### src/rtl/count_scheduler.sv
// count_scheduler: round-robin controller that lends one synchronous up-counter
// to NREQ requesters. The winner's terminal value is latched at grant. The
// counter then steps 0..target, and a one-cycle done pulse closes the run.
//
// Ports:
//   clk    - clock, all state changes on the rising edge
//   rst_n  - asynchronous active-low reset
//   req    - per-requester request level, held until done (drop to abort)
//   len    - packed terminal counts, slice i = len[i*WIDTH +: WIDTH]
//   gnt    - one-hot grant, zero when idle (registered)
//   busy   - high whenever the scheduler is not idle (registered)
//   count  - current counter value (registered)
//   done   - one-hot single-cycle completion pulse (registered)
module count_scheduler #(
    parameter int NREQ  = 4,
    parameter int WIDTH = 3
) (
    input  logic                  clk,
    input  logic                  rst_n,
    input  logic [NREQ-1:0]       req,
    input  logic [NREQ*WIDTH-1:0] len,
    output logic [NREQ-1:0]       gnt,
    output logic                  busy,
    output logic [WIDTH-1:0]      count,
    output logic [NREQ-1:0]       done
);

    localparam int unsigned PTR_W = (NREQ > 1) ? $clog2(NREQ) : 1;

    localparam logic [1:0] ST_IDLE = 2'd0;
    localparam logic [1:0] ST_RUN  = 2'd1;
    localparam logic [1:0] ST_DONE = 2'd2;

    localparam logic [PTR_W-1:0] LAST_RST = PTR_W'(NREQ - 1);

    logic [1:0]       state;
    logic [1:0]       state_nx;
    logic [PTR_W-1:0] last;
    logic [PTR_W-1:0] last_nx;
    logic [WIDTH-1:0] target;
    logic [WIDTH-1:0] target_nx;
    logic [WIDTH-1:0] count_nx;
    logic [NREQ-1:0]  gnt_nx;
    logic [NREQ-1:0]  done_nx;
    logic             busy_nx;

    logic [WIDTH-1:0] len_arr [NREQ];
    logic [PTR_W-1:0] win_idx;
    logic             win_valid;

    // Unpack the flat len bus into one terminal value per requester.
    for (genvar i = 0; i < NREQ; i++) begin : g_len
        assign len_arr[i] = len[i*WIDTH +: WIDTH];
    end

    // Round-robin pick: scan from last+1 upward with wrap. Scanning the
    // offsets from farthest to nearest lets the nearest hit overwrite, so
    // the first requester after the pointer wins.
    always_comb begin
        win_valid = 1'b0;
        win_idx   = '0;
        for (int k = NREQ; k >= 1; k--) begin
            if (req[PTR_W'((int'(last) + k) % NREQ)]) begin
                win_valid = 1'b1;
                win_idx   = PTR_W'((int'(last) + k) % NREQ);
            end
        end
    end

    // Next-state and next-output logic.
    always_comb begin
        state_nx  = state;
        last_nx   = last;
        target_nx = target;
        count_nx  = count;
        gnt_nx    = gnt;
        done_nx   = '0;
        busy_nx   = busy;

        case (state)
            ST_IDLE: begin
                if (win_valid) begin
                    state_nx  = ST_RUN;
                    last_nx   = win_idx;
                    target_nx = len_arr[win_idx];
                    count_nx  = '0;
                    gnt_nx    = NREQ'(1) << win_idx;
                    busy_nx   = 1'b1;
                end
            end

            ST_RUN: begin
                // last always names the current grantee while running.
                if (!req[last]) begin
                    state_nx = ST_IDLE;
                    gnt_nx   = '0;
                    busy_nx  = 1'b0;
                end else if (count == target) begin
                    state_nx = ST_DONE;
                    done_nx  = gnt;
                end else begin
                    count_nx = count + WIDTH'(1);
                end
            end

            ST_DONE: begin
                state_nx = ST_IDLE;
                gnt_nx   = '0;
                busy_nx  = 1'b0;
            end

            default: begin
                state_nx = ST_IDLE;
                gnt_nx   = '0;
                busy_nx  = 1'b0;
            end
        endcase
    end

    // State, pointer, target and output registers.
    always_ff @(posedge clk or negedge rst_n) begin
        if (!rst_n) begin
            state  <= ST_IDLE;
            last   <= LAST_RST;
            target <= '0;
            count  <= '0;
            gnt    <= '0;
            done   <= '0;
            busy   <= 1'b0;
        end else begin
            state  <= state_nx;
            last   <= last_nx;
            target <= target_nx;
            count  <= count_nx;
            gnt    <= gnt_nx;
            done   <= done_nx;
            busy   <= busy_nx;
        end
    end

endmodule
### config.mk
export PLATFORM = sky130hd
export DESIGN_NAME = count_scheduler
export DESIGN_NICKNAME = d
export VERILOG_FILES = /design/src/rtl/count_scheduler.sv
export SDC_FILE = /design/constraint.sdc
export NUM_CORES = 1
export LEC_CHECK = 0
export ABC_AREA = 1
export BUFFER_PORTS_ARGS = -buffer_cell sky130_fd_sc_hd__buf_2
export CORE_UTILIZATION = 30
export DETAILED_ROUTE_END_ITERATION = 6
export HOLD_SLACK_MARGIN = 0.05
export MAX_ROUTING_LAYER = met4
export PLACE_DENSITY = 0.47
export RECOVER_POWER = 100
export SLEW_MARGIN = 20
export SYNTH_ARGS = -nofsm -noshare
export SYNTH_HDL_FRONTEND = slang
export SYNTH_SLANG_ARGS = --single-unit
### constraint.sdc
create_clock -name clk -period 1.89 [get_ports clk]
set_input_delay 0.378 -clock clk [delete_from_list [all_inputs] [get_ports clk]]
set_output_delay 0.378 -clock clk [all_outputs]
set_load 0.01 [all_outputs]
==> run_results.csv <==
group,metric,value,unit
status,status,"completed",
logic_synthesis,synth_top_family_by_area,"simple AND/OR/NAND/NOR gates",
floorplan,die_x,65.1,um
logic_synthesis,synth-seq-area-share,0.400,
cts,clkTransAtPathRegs,70,ps
global_routing,grt_start_max_net_pins,20,
setup_path,rr_startpoint,"last[0]",
power_and_ir_drop,internal_power,0.00179,W
logic_synthesis,syn_inst,156,
routing,routed_via_density,4.50,
sta,finalCriticalPeriod,1860,ps
logic_synthesis,synth_fa_ha_area_frac,0.0105,
power_and_ir_drop,clkPwrFrac,0.079,
finish,area_growth,42.6,%
placement,dp_hpwl,2080,um
floorplan,die-area,4240,um^2
global_routing,gr-total-overflow,0,
setup_path,cp_slowest_stage_delay,680,ps
setup_path,critical_path_buf_inv_count,2,
routing,dr.pass1.iters,4,
global_routing,grt_pass1_vias,1066,
setup_path,cp_top_family,"simple AND/OR/NAND/NOR gates",
logic_synthesis,ys.warnings.count,0,
placement,portBuffers,29,
floorplan,start_util,0.319,
finish,final_core_util,0.455,
placement,dp.cells,235,
global_routing,antenna_found_initial,0,
routing,drtAntennaViolNets,0,
setup_path,criticalPathCategory,"reg -> reg",
routing,vias,1151,
setup_path,cp_max_fo,8,
cts,clkSinkCount,19,
logic_synthesis,ys_ff_latch,19,
finish,fill_cells,400,
setup_path,cpMaxStageDelayCell,"dfstp_2",
cts,clock_latency,250,ps
sta,grt_setup_unrepaired,"yes",
sta,relSlewSlack,0.308,
sta,hold_violations,0,
logic_synthesis,synth-xor-area-share,0.0293,
cts,cts-htree-levels,1,
logic_synthesis,avgSynthCellArea,7.66,um^2
logic_synthesis,syn_nets,175,
routing,drc,0,
run,maxCapViolCount,0,
setup_path,end_kind,"register",
setup_path,worstSetupStartpointType,"register",
routing,postRouteWirelength,3050,um
routing,initialDrtViolationCount,22,
floorplan,core_region_area,3740,um^2
logic_synthesis,synthDominantCellAreaShare,0.356,
power_and_ir_drop,pwr-share-comb,0.725,
placement,gp_congestion,0.849,
power_and_ir_drop,peakVddDrop,0.928,mV
sta,clock-skew-final,2.06,ps
finish,num_antenna_cells,0,
power_and_ir_drop,power_switching,0.00178,W
cts,cts_buffers,3,
cts,cts_hold_buf,0,
power_and_ir_drop,p_seq_frac,0.196,
routing,wire_per_inst,11.9,um
sta,finalSetupViolations,0,
logic_synthesis,synth_cell_type_count,25,
setup_path,startpoint,"last[0]",
power_and_ir_drop,power_density,2090,nW/um^2
logic_synthesis,synth_simple_gate_area_frac,0.431,
finish,fin_cells,256,
power_and_ir_drop,p_leak,0.883,nW
logic_synthesis,synth_compound_area_frac,0.0408,
logic_synthesis,synth_area,1190,um^2
min_path,hold_path.class,"in -> async",
floorplan,dieHeight,65.1,um
sta,finalCritPeriodShare,0.983,
setup_path,path_cells,"inv_8 > nand2_2 > nand2_4 > nand2_2 > nand2_2 > nand2_4 > nand2_4 > nand2_8 > buf_6 > nand3_1 > nand3_1 > nand2_1 > nand2_1 > nand2_1",
setup_path,worstPathRequired,2040,ps
floorplan,ios,30,
logic_synthesis,synth_top_cells_by_area,"dfrtp_1 36%, nand2_1 16%, nand3_1 7.5%, inv_1 5.7%, nand2_2 4.7%",
sta,finalMaxSlewViolations,0,
setup_path,arrival,2010,ps
logic_synthesis,synth.mux.area_fraction,0,
power_and_ir_drop,swShare,0.499,
cts,cts_tree,"built",
cts,clk_path_buf_depth,2,
cts,clock-root-buffer,"clkbuf_8",
floorplan,num_rows,22,
global_routing,grt_pass1_wl,4660,um
logic_synthesis,yosys.area.top_type,"dfrtp_1",
finish,fin_nets,228,
finish,drive_gt1_frac,0.423,
sta,fmax,0.538,GHz
global_routing,grt_usage,0.149,
sta,worstMarginPinSlew,1040,ps
==> cell families after synthesis <==
| group | Yosys count |
|---|---|
| AOI/OAI and AO/OA | 9 |
| DFF | 19 |
| adders and majority gates | 1 |
| xor gates and xnor gates | 4 |
| buffers and inverters | 24 |
| and+or+nand+nor | 99 |
==> metrics by stage <==
| step | instance area (um^2) | TNS [ps] | setup slack (ps) | hold WS (ps) | power (W) |
|---|---|---|---|---|---|
| finish | 1700 | 0 | 32.7 | 281 | 0.00356 |
| global route | 1700 | -279 | -88.3 | 395 | 0.00389 |
| CTS | 1460 | 0 | 21.5 | 68.5 | 0.00281 |
| detailed placement | 1410 | 0 | 30.9 | 346 | 0.00252 |
| global placement | 1410 | 0 | 16.6 | 341 | 0.00252 |
| floorplan | 1190 | 0 | 245 | 82.4 | 0.00206 |
==> synth_stat cells (all sizes together) <==
cell   number
nand2      64
inv        23
nand3      21
dfrtp      17
nor2        8
o21ai       7
nand4       3
nor3        3
xnor2       3
a21oi       2
dfstp       2
buf         1
ha          1
xor2        1
==> metal layers <==
layer  routed length, um  global-route usage  part of all wire  up-vias
met2                1560               0.260              0.51       28
met4                  14              0.0326            0.0046        0
met5                   0                   -                 0        -
met3                 150              0.0399             0.049        2
li1                    -                   -                 -      595
met1                1320               0.172              0.43      526
==> power by group through the flow <==
stage               logic [W]  registers, W  clock network (W)
floorplan             0.00139      0.000678                  0
global placement      0.00182      0.000691                  0
detailed placement    0.00182      0.000691                  0
CTS                   0.00183      0.000684           0.000293
global route          0.00286      0.000719           0.000312
finish                0.00258      0.000699           0.000281
==> worst paths after layout <==
path | endpoint | slack, ps | depth (start not counted)
hold / removal | done[2] | 280 | 1
max in group asynchronous | target[0] | 980 | 1
setup reg to reg | target[1] | 30 | 14
min in group clk | busy | 490 | 2
setup / recovery | target[1] | 30 | 14
hold reg to reg | busy | 490 | 2
==> timing repair <==
action                                  CTS  global route
setup buffers                             0            16
gates resized for setup                   0            34
endpoints found under the setup margin    0             6
==> registers in the layout, summed over array words and instances, names as in the netlist <==
signal / cells
busy: 1
done: 4
state: 2
gnt: 4
target: 3
last: 2
count: 3
==> area by class of cell <==
cell class                      count  area [um^2]  area share
Clock buffer                        3         41.3      0.0242
Tap cell                           48         60.1      0.0352
Clock inverter                      1         5.00     0.00294
Multi-Input combinational cell    114          744       0.437
Timing Repair Buffer               48          279       0.164
Sequential cell                    19          478       0.280
Inverter                           23         96.3      0.0565
==> cell usage in the layout (no fill, tap or decap), drive strengths merged, types with 2 or more instances in the layout <==
cell	count
clkbuf	16
nand2	64
nand3	22
a21oi	2
dfrtp	17
dfstp	2
xnor2	3
inv	23
nand4	3
o21ai	7
nor2	8
nor3	3
buf	35
Note: power is estimated with default switching activity, not from simulation.
